==> src/rtl/fifo_pkg.sv <==
// Shared definitions for the asynchronous FIFO pointer logic:
// pointer-width computation and binary-to-Gray conversion.
package fifo_pkg;

    // Widest pointer the helper functions accept; callers cast down to their width.
    localparam int MAX_W = 32;

    // Pointers carry one extra wrap bit beyond the RAM address.
    function automatic int ptr_w(input int depth_size);
        return depth_size + 1;
    endfunction

    // Reflected binary code; callers truncate the result to their pointer width.
    function automatic logic [MAX_W-1:0] bin2gray(input logic [MAX_W-1:0] bin);
        return bin ^ (bin >> 1);
    endfunction

endpackage

==> src/rtl/fifo_wptr_full_if.sv <==
// Producer-facing bundle of the FIFO write-side controller.
interface fifo_wptr_full_if #(
    parameter int DEPTH_SIZE = 4
);
    logic                  wr_en;
    logic                  wr_push;
    logic [DEPTH_SIZE-1:0] wr_addr;
    logic                  full;
    logic                  almost_full;
    logic [DEPTH_SIZE:0]   wr_level;
    logic                  wr_overflow;

    // Producer side: requests writes, observes RAM strobe and status.
    modport master (
        output wr_en,
        input  wr_push, wr_addr, full, almost_full, wr_level, wr_overflow
    );

    // Controller side: accepts requests, drives RAM strobe and status.
    modport slave (
        input  wr_en,
        output wr_push, wr_addr, full, almost_full, wr_level, wr_overflow
    );
endinterface

==> src/rtl/fifo_wptr_full_gray2bin.sv <==
// Combinational Gray-to-binary converter: each binary bit is the XOR
// of all Gray bits at and above its position.
module gray2bin #(
    parameter int W = 5
) (
    input  logic [W-1:0] gray,
    output logic [W-1:0] bin
);

    // Prefix XOR from the MSB down to each bit position.
    always_comb begin
        // NOTE: default assignment first so every path assigns bin and no latch is inferred.
        bin = '0;
        for (int i = 0; i < W; i++) begin
            bin[i] = ^(gray >> i);
        end
    end

endmodule

==> src/rtl/fifo_wptr_full.sv <==
// Write-domain pointer and status controller of the asynchronous FIFO.
// Holds binary/Gray write pointers, synchronises the read Gray pointer
// through two flops and produces registered full, almost_full, level
// and overflow status. Status is pessimistic: reads become visible only
// after the synchroniser delay, so occupancy is never under-reported.
module fifo_wptr_full
    import fifo_pkg::*;
#(
    parameter int DEPTH_SIZE = 4,
    parameter int AF_THRESH  = 12
) (
    input  logic                wr_clk,
    input  logic                wr_rst,
    input  logic [DEPTH_SIZE:0] rd_ptr_gray,
    output logic [DEPTH_SIZE:0] wr_ptr_gray,
    fifo_wptr_full_if.slave     wr_if
);

    localparam int PTR_W = ptr_w(DEPTH_SIZE);
    localparam logic [PTR_W-1:0] AF_LVL = PTR_W'(AF_THRESH);

    logic [PTR_W-1:0] wr_bin;
    logic [PTR_W-1:0] wr_bin_next;
    logic [PTR_W-1:0] wr_gray_next;
    logic [PTR_W-1:0] rd_bin_sync;
    logic [PTR_W-1:0] level_next;
    logic [PTR_W-1:0] full_pattern;
    logic             push;
    logic             full_next;
    logic             af_next;

    // Two-flop synchroniser for the read pointer; placement tools keep these adjacent.
    (* ASYNC_REG = "TRUE" *) logic [PTR_W-1:0] rd_s1;
    (* ASYNC_REG = "TRUE" *) logic [PTR_W-1:0] rd_s2;

    // A write is accepted only while not full; the RAM strobe is combinational.
    assign push          = wr_if.wr_en & ~wr_if.full;
    assign wr_if.wr_push = push;
    assign wr_if.wr_addr = wr_bin[DEPTH_SIZE-1:0];

    gray2bin #(
        .W    (PTR_W)
    ) u_rd_gray2bin (
        .gray (rd_s2),
        .bin  (rd_bin_sync)
    );

    // Next pointer and the status it implies against the synchronised read pointer.
    always_comb begin
        wr_bin_next  = wr_bin + {{DEPTH_SIZE{1'b0}}, push};
        wr_gray_next = PTR_W'(bin2gray(MAX_W'(wr_bin_next)));
        // Full when the write pointer is one lap ahead: top two Gray bits inverted.
        full_pattern = {~rd_s2[PTR_W-1:PTR_W-2], rd_s2[PTR_W-3:0]};
        full_next    = (wr_gray_next == full_pattern);
        level_next   = wr_bin_next - rd_bin_sync;
        af_next      = (level_next >= AF_LVL);
    end

    // Read-pointer synchroniser: plain flop chain, no logic in between.
    always_ff @(posedge wr_clk) begin
        // NOTE: reset is synchronous; wr_rst acts only at a wr_clk edge, and clears the sync flops too.
        if (wr_rst) begin
            rd_s1 <= '0;
            rd_s2 <= '0;
        end else begin
            // NOTE: non-blocking assignments so rd_s2 takes the pre-edge rd_s1, forming a true two-stage chain.
            rd_s1 <= rd_ptr_gray;
            rd_s2 <= rd_s1;
        end
    end

    // Write pointer in binary and registered Gray form for the read domain.
    always_ff @(posedge wr_clk) begin
        if (wr_rst) begin
            wr_bin      <= '0;
            wr_ptr_gray <= '0;
        end else begin
            wr_bin      <= wr_bin_next;
            wr_ptr_gray <= wr_gray_next;
        end
    end

    // Registered producer status; overflow flags each write attempted while full.
    always_ff @(posedge wr_clk) begin
        if (wr_rst) begin
            wr_if.full        <= 1'b0;
            wr_if.almost_full <= 1'b0;
            wr_if.wr_level    <= '0;
            wr_if.wr_overflow <= 1'b0;
        end else begin
            wr_if.full        <= full_next;
            wr_if.almost_full <= af_next;
            wr_if.wr_level    <= level_next;
            wr_if.wr_overflow <= wr_if.wr_en & wr_if.full;
        end
    end

endmodule
==> src/flat_wrapper.sv <==
// flat-port wrapper written by rule: the top's interface ports become plain ports
module fifo_wptr_full_flat import fifo_pkg::*;
#(
    parameter int DEPTH_SIZE = 4,
    parameter int AF_THRESH  = 12
)
  (wr_clk, wr_rst, rd_ptr_gray, wr_ptr_gray, wr_if_wr_en, wr_if_wr_push, wr_if_wr_addr, wr_if_full, wr_if_almost_full, wr_if_wr_level, wr_if_wr_overflow);
  fifo_wptr_full_if #(.DEPTH_SIZE(DEPTH_SIZE)) wr_if_i ();
  input  logic wr_clk;
  input  logic wr_rst;
  input  logic [DEPTH_SIZE:0] rd_ptr_gray;
  output logic [DEPTH_SIZE:0] wr_ptr_gray;
  input wire logic [$bits(wr_if_i.wr_en)-1:0] wr_if_wr_en;
  output wire logic [$bits(wr_if_i.wr_push)-1:0] wr_if_wr_push;
  output wire logic [$bits(wr_if_i.wr_addr)-1:0] wr_if_wr_addr;
  output wire logic [$bits(wr_if_i.full)-1:0] wr_if_full;
  output wire logic [$bits(wr_if_i.almost_full)-1:0] wr_if_almost_full;
  output wire logic [$bits(wr_if_i.wr_level)-1:0] wr_if_wr_level;
  output wire logic [$bits(wr_if_i.wr_overflow)-1:0] wr_if_wr_overflow;
  assign wr_if_i.wr_en = wr_if_wr_en;
  assign wr_if_wr_push = wr_if_i.wr_push;
  assign wr_if_wr_addr = wr_if_i.wr_addr;
  assign wr_if_full = wr_if_i.full;
  assign wr_if_almost_full = wr_if_i.almost_full;
  assign wr_if_wr_level = wr_if_i.wr_level;
  assign wr_if_wr_overflow = wr_if_i.wr_overflow;
  fifo_wptr_full #(.DEPTH_SIZE(DEPTH_SIZE), .AF_THRESH(AF_THRESH)) u_core (.wr_clk(wr_clk), .wr_rst(wr_rst), .rd_ptr_gray(rd_ptr_gray), .wr_ptr_gray(wr_ptr_gray), .wr_if(wr_if_i));
endmodule
==> config.mk <==
export PLATFORM = sky130hd
export DESIGN_NAME = fifo_wptr_full_flat
export DESIGN_NICKNAME = d
export VERILOG_FILES = /design/src/rtl/fifo_pkg.sv /design/src/rtl/fifo_wptr_full_if.sv /design/src/rtl/fifo_wptr_full_gray2bin.sv /design/src/rtl/fifo_wptr_full.sv /design/src/flat_wrapper.sv
export SDC_FILE = /design/constraint.sdc
export NUM_CORES = 1
export LEC_CHECK = 0
export ABC_CLOCK_PERIOD_IN_PS = 2800
export BUFFER_PORTS_ARGS = -buffer_cell sky130_fd_sc_hd__buf_2
export CORE_MARGIN = 2
export CORE_UTILIZATION = 45
export CTS_BUF_LIST = sky130_fd_sc_hd__clkbuf_4
export CTS_CLUSTER_DIAMETER = 150
export CTS_CLUSTER_SIZE = 20
export DETAILED_ROUTE_END_ITERATION = 6
export PLACE_DENSITY = 0.69
export SYNTH_ARGS = -nofsm -noshare
export SYNTH_HDL_FRONTEND = slang
export SYNTH_HIERARCHICAL = 1
export SYNTH_SLANG_ARGS = --single-unit
==> constraint.sdc <==
create_clock -name wr_clk -period 2.8 [get_ports wr_clk]
set_input_delay 0.14 -clock wr_clk [delete_from_list [all_inputs] [get_ports wr_clk]]
set_output_delay 0.14 -clock wr_clk [all_outputs]
set_load 0.01 [all_outputs]
==> results_dict.tcl, run 1 <==
set metrics [dict create \
    initial_core_util_pct 46.2 \
    port_buffers 25 \
    share_of_post_route_cells_with_drive_strength_above_1_pct 26.6 \
    synth-seq-area-share_pct 48.5 \
    dpl.hpwl_mm 1.26 \
    critical_path_class "flip-flop to flip-flop" \
    highest_count_cells_in_the_layout_ignoring_fill_and_taps "sky130_fd_sc_hd__dfxtp_1, sky130_fd_sc_hd__buf_2, sky130_fd_sc_hd__nor2_1, sky130_fd_sc_hd__nor2b_1, sky130_fd_sc_hd__xnor2_1" \
    detailed_place.area_um2 1260 \
    yosysWarnings 6 \
    cellLeakagePower_nw 0.604 \
    cts_hold_repair.buffers 0 \
    peak_vdd_ir_mv 0.352 \
    antenna_left 0 \
    finalSetupViolCount 0 \
    crit_path_start_kind "flip-flop" \
    row_count 18 \
    skew_pair_late_insertion_delay_ns 0.31 \
    synth_top_cells_by_area "sky130_fd_sc_hd__dfxtp_1, sky130_fd_sc_hd__xnor2_1, sky130_fd_sc_hd__nor2b_1, sky130_fd_sc_hd__ha_1, sky130_fd_sc_hd__nor2_1" \
    clkSlewWorstSetupHoldPaths_ns 0.13 \
    die_area_um2 2890 \
    antenna-diode-count 0 \
    replace_congestion 0.654 \
    yosys.area.top_type_share_pct 48.5 \
    multi_input_comb_area_um2 528 \
    avgRoutedWirePerCell_um 10.3 \
    syn_area_um2 1110 \
    timing.max_slew.rel_slack_pct 63.6 \
    outcome "finished clean" \
    tritoncts "yes" \
    cts_sinks 27 \
    gr-total-overflow 0 \
    route.final.wire_length_mm 1.63 \
    syn-num-nets 117 \
    synthesis.instances 103 \
    worstPathMaxFanout 5 \
    final-hold-violation-count 0 \
    finalCritPeriodShare_pct 92.4 \
    ys_types 23 \
    fin_ws_ns 0.214 \
    chipWidth_um 53.7 \
    grt_first_pass_wirelength_mm 2.77 \
    cts_setup_buffers 0 \
    cp.required_ns 3.01 \
    postLayoutCoreUtil_pct 53.4 \
    ctsLongestPathBuffers 2 \
    antenna_found_initial 0 \
    grt.total_usage_pct 13.6 \
    min-delay-path-class "input pin to flip-flop" \
    drt_first_pass_iters 2 \
    final.setup_skew_ns 0.00201 \
    synthesis.area_per_instance_um2 10.8 \
    drt-initial-drc-count 3 \
    crit_arrival_ns 2.79 \
    crit_path_end_kind "flip-flop" \
    finalInstanceArea_um2 1290 \
    route.vias.total 708 \
    buffer_cell_driving_the_clock_tree_root "sky130_fd_sc_hd__clkbuf_4" \
    layout.area.seq_um2 541 \
    leading_cell_type_in_the_layout_fill_and_taps_excluded "sky130_fd_sc_hd__dfxtp_1" \
    filler_cell_count 231 \
    max_slew.worst_pin.slew_ns 0.543 \
    io-pin-count 26 \
    first_global_vias 696 \
    area_growth_syn_to_layout_pct 15.6 \
    clock_tree.htree_level_count 1 \
    ys_ff_latch 27 \
    core-area_um2 2410 \
    pre_cts_ws_ns 0.231 \
    grt_setup_unrepaired "false" \
    vias_per_cell 4.48 \
    timing.max_cap.violations 0 \
    final_nets 143 \
    final_number_of_max_transition_violations 0 \
    post-route-min-period_ns 2.59 \
    tns_ns 0 \
    yosys.area.top_type "sky130_fd_sc_hd__dfxtp_1" \
    pwr_density_cell_nw_per_um2 606 \
    timing.fmax_ghz 0.387 \
    numCtsBuffers 3 \
    fin_total_pwr_mw 0.780 \
    remaining_drc_errors 0 \
    post_cts_resized 0 \
    grt_max_degree 28 \
    die-height_um 53.7 \
]
[worst paths after layout]
path              startpoint                  endpoint  slack (ns)  depth (start not counted)
max          u_core/rd_s2[3]  u_core/wr_if.almost_full        0.21                          8
min           rd_ptr_gray[3]           u_core/rd_s1[3]        0.02                          2
max reg2reg  u_core/rd_s2[3]  u_core/wr_if.almost_full        0.21                          8
min reg2reg  u_core/rd_s1[2]           u_core/rd_s2[2]        0.45                          1
[cells in the mapped netlist]
| master | instances |
|---|---|
| sky130_fd_sc_hd__clkbuf_1 | 3 |
| sky130_fd_sc_hd__xnor2_1 | 10 |
| sky130_fd_sc_hd__fa_1 | 1 |
| sky130_fd_sc_hd__xor2_2 | 1 |
| sky130_fd_sc_hd__xor3_2 | 1 |
| sky130_fd_sc_hd__nor2_1 | 14 |
| sky130_fd_sc_hd__a21oi_1 | 2 |
| sky130_fd_sc_hd__nor2b_1 | 12 |
| sky130_fd_sc_hd__xnor2_2 | 2 |
| sky130_fd_sc_hd__ha_1 | 5 |
| sky130_fd_sc_hd__o21bai_1 | 1 |
| sky130_fd_sc_hd__maj3_2 | 1 |
| sky130_fd_sc_hd__xor2_1 | 6 |
| sky130_fd_sc_hd__maj3_1 | 1 |
| sky130_fd_sc_hd__or3_1 | 1 |
| sky130_fd_sc_hd__buf_4 | 1 |
| sky130_fd_sc_hd__inv_1 | 7 |
| sky130_fd_sc_hd__o2bb2ai_1 | 1 |
| sky130_fd_sc_hd__nand2_1 | 1 |
| sky130_fd_sc_hd__dfxtp_1 | 27 |
| sky130_fd_sc_hd__or4_1 | 1 |
| sky130_fd_sc_hd__nand3_1 | 3 |
| sky130_fd_sc_hd__xor3_1 | 1 |
[layer usage]
metal	global-route usage (%)	vias to the layer above	share of wire, %
met2	25.0	19	51
met5	0	-	0
met4	7.69	0	1.4
met1	13.9	314	42
li1	-	371	-
met3	3.33	4	5.8
[cell families (layout without fill, tap and decap cells)]
kind of cell	after synthesis	count (layout)	share of synthesized area [%]
xor gates and xnor gates	21	21	21.3
DFF	27	27	48.5
AOI/OAI and AO/OA	4	4	2.36
adders and majority gates	8	8	9.33
and+or+nand+nor	32	32	14.4
buffers and inverters	11	36	4.05
[area by class of cell]
type	instances	area share, %
Multi-Input combinational cell	65	41.0
Tap cell	30	2.92
Timing Repair Buffer	25	9.72
Inverter	7	2.04
Clock buffer	4	2.33
Sequential cell	27	42.0
[stage by stage]
step	instances	hold slack, ns
floorplan	103	0.254
global placement	154	0.348
detailed placement	154	0.354
CTS	158	0.00632
global route	158	0.00937
finish	158	0.0192
[worst max-delay path: stages, from the launching register on]
cell and delay [ns]:
sky130_fd_sc_hd__dfxtp_1 0.41, sky130_fd_sc_hd__xor3_2 0.52, sky130_fd_sc_hd__xor3_1 0.21, sky130_fd_sc_hd__ha_1 0.22
sky130_fd_sc_hd__fa_1 0.41, sky130_fd_sc_hd__maj3_2 0.31, sky130_fd_sc_hd__o21bai_1 0.16, sky130_fd_sc_hd__xnor2_1 0.16
sky130_fd_sc_hd__o2bb2ai_1 0.10
[flip-flops by register name, indices dropped and copies added (netlist names)]
| register | count |
|---|---|
| u_core/wr_ptr_gray | 5 |
| u_core/wr_if.full | 1 |
| u_core/wr_if.wr_overflow | 1 |
| u_core/rd_s2 | 5 |
| u_core/rd_s1 | 5 |
| u_core/wr_if.almost_full | 1 |
| u_core/wr_bin | 4 |
| u_core/wr_if.wr_level | 5 |
[report_power, final]
part	internal, mW	switching [mW]
logic	0.0908	0.0906
registers	0.418	0.00998
clock network	0.0654	0.105
total	0.574	0.205
Power figures use the tool's default switching activity.
==> run 2: changes to the inputs <==
CORE_UTILIZATION = 54   (was 45)
CTS_CLUSTER_SIZE = 24   (was 20)
PLACE_DENSITY = 0.8   (was 0.69)
==> run 2 against run 1 <==
Core utilization grew 12 points. Sequential cell count is the same. Hold slack lost 0.0012 ns. Non-clock buffer count grew 1. Clock power shrank 4%. Wire length grew 3.6%. Clock skew grew 0.0087 ns. Critical endpoint unchanged. Largest cell class unchanged. Highest routed layer unchanged.
==> results_dict.tcl, run 2 (same netlist as run 1, synthesis figures left out) <==
set metrics [dict create \
    outcome "finished clean" \
    finalSetupViolCount 0 \
    drt_first_pass_iters 2 \
    tritoncts "yes" \
    chipWidth_um 49.4 \
    finalInstanceArea_um2 1290 \
    row_count 16 \
    crit_path_end_kind "flip-flop" \
    detailed_place.area_um2 1250 \
    first_global_vias 741 \
    antenna-diode-count 0 \
    antenna_found_initial 0 \
    final-hold-violation-count 0 \
    pre_cts_ws_ns 0.233 \
    ctsLongestPathBuffers 2 \
    crit_arrival_ns 2.81 \
    replace_congestion 0.711 \
    fin_total_pwr_mw 0.777 \
    finalCritPeriodShare_pct 92.4 \
    cp.required_ns 3.02 \
    critical_path_class "flip-flop to flip-flop" \
    skew_pair_late_insertion_delay_ns 0.33 \
    grt_first_pass_wirelength_mm 3.02 \
    timing.max_cap.violations 0 \
    grt.total_usage_pct 16.6 \
    tns_ns 0 \
    clkSlewWorstSetupHoldPaths_ns 0.14 \
    peak_vdd_ir_mv 0.307 \
    route.vias.total 728 \
    share_of_post_route_cells_with_drive_strength_above_1_pct 26.4 \
    numCtsBuffers 3 \
    die_area_um2 2440 \
    antenna_left 0 \
    min-delay-path-class "input pin to flip-flop" \
    cellLeakagePower_nw 0.608 \
    timing.max_slew.rel_slack_pct 61.6 \
    port_buffers 25 \
    pwr_density_cell_nw_per_um2 601 \
    buffer_cell_driving_the_clock_tree_root "sky130_fd_sc_hd__clkbuf_4" \
    fin_ws_ns 0.213 \
    final.setup_skew_ns 0.0107 \
    gr-total-overflow 0 \
    core-area_um2 1960 \
    max_slew.worst_pin.slew_ns 0.573 \
    route.final.wire_length_mm 1.69 \
    grt_setup_unrepaired "false" \
    remaining_drc_errors 0 \
    filler_cell_count 192 \
    grt_max_degree 28 \
    timing.fmax_ghz 0.386 \
    highest_count_cells_in_the_layout_ignoring_fill_and_taps "sky130_fd_sc_hd__dfxtp_1, sky130_fd_sc_hd__buf_2, sky130_fd_sc_hd__nor2_1, sky130_fd_sc_hd__nor2b_1, sky130_fd_sc_hd__xnor2_1" \
    worstPathMaxFanout 5 \
    cts_setup_buffers 0 \
    post-route-min-period_ns 2.59 \
    vias_per_cell 4.67 \
    die-height_um 49.4 \
    timing.hold.ws_ns 0.0180 \
    area_growth_syn_to_layout_pct 16.0 \
    crit_path_start_kind "flip-flop" \
    io-pin-count 26 \
    avgRoutedWirePerCell_um 10.8 \
    initial_core_util_pct 56.8 \
    final_number_of_max_transition_violations 0 \
    cts_sinks 27 \
    dpl.hpwl_mm 1.24 \
    clock_tree.htree_level_count 1 \
    leading_cell_type_in_the_layout_fill_and_taps_excluded "sky130_fd_sc_hd__dfxtp_1" \
    drt-initial-drc-count 4 \
    final_nets 144 \
]
## run 2: cell types whose count changed in the layout (fill, tap and decap cells not counted)
cell | previous run | this run
sky130_fd_sc_hd__clkinv_2 | 0 | 1
sky130_fd_sc_hd__clkbuf_4 | 4 | 3
sky130_fd_sc_hd__dlygate4sd3_1 | 0 | 1
## run 2: layer usage
metal / part of all wire, % / vias to the layer above / track usage [%]
li1: - / 372 / -
met1: 42 / 332 / 17.8
met2: 52 / 20 / 29.5
met3: 4.1 / 4 / 3.68
met4: 1.6 / 0 / 9.72
met5: 0 / - / 0
## run 2: power by group
part	switching, mW	internal (mW)
Sequential	0.0110	0.418
Combinational	0.0914	0.0921
Clock	0.110	0.0536
## run 2: final cells by class
type	instances	area (um^2)	share of cell area (%)
clock buffer	3	22.5	1.74
clock inverter	1	5.00	0.388
inverter	7	26.3	2.03
multi-input combinational	65	528	40.9
sequential	27	541	41.9
tap	27	33.8	2.62
timing repair buffer	26	135	10.5
## run 2: final timing paths
path | slack, ns | start | depth (start not counted) | to
min reg2reg | 0.45 | u_core/rd_s1[0] | 1 | u_core/rd_s2[0]
min | 0.02 | rd_ptr_gray[3] | 2 | u_core/rd_s1[3]
max reg2reg | 0.21 | u_core/rd_s2[3] | 8 | u_core/wr_if.almost_full
max | 0.21 | u_core/rd_s2[3] | 8 | u_core/wr_if.almost_full
## run 2: stage by stage
step                util, %  instances
floorplan                 -        103
global placement       63.9        151
detailed placement     63.9        151
CTS                    65.8        156
global route           65.8        156
finish                 65.8        156
## run 2: critical path: stages (launching register included)
cell                        delay (ns)
sky130_fd_sc_hd__dfxtp_1          0.40
sky130_fd_sc_hd__xor3_2           0.52
sky130_fd_sc_hd__xor3_1           0.20
sky130_fd_sc_hd__ha_1             0.21
sky130_fd_sc_hd__fa_1             0.42
sky130_fd_sc_hd__maj3_2           0.31
sky130_fd_sc_hd__o21bai_1         0.16
sky130_fd_sc_hd__xnor2_1          0.16
sky130_fd_sc_hd__o2bb2ai_1        0.10
## run 2: repair_timing
action,CTS,global route
endpoints found under the hold margin,1,0
hold buffers,1,0
endpoints found under the setup margin,0,0
gates resized for setup,0,0
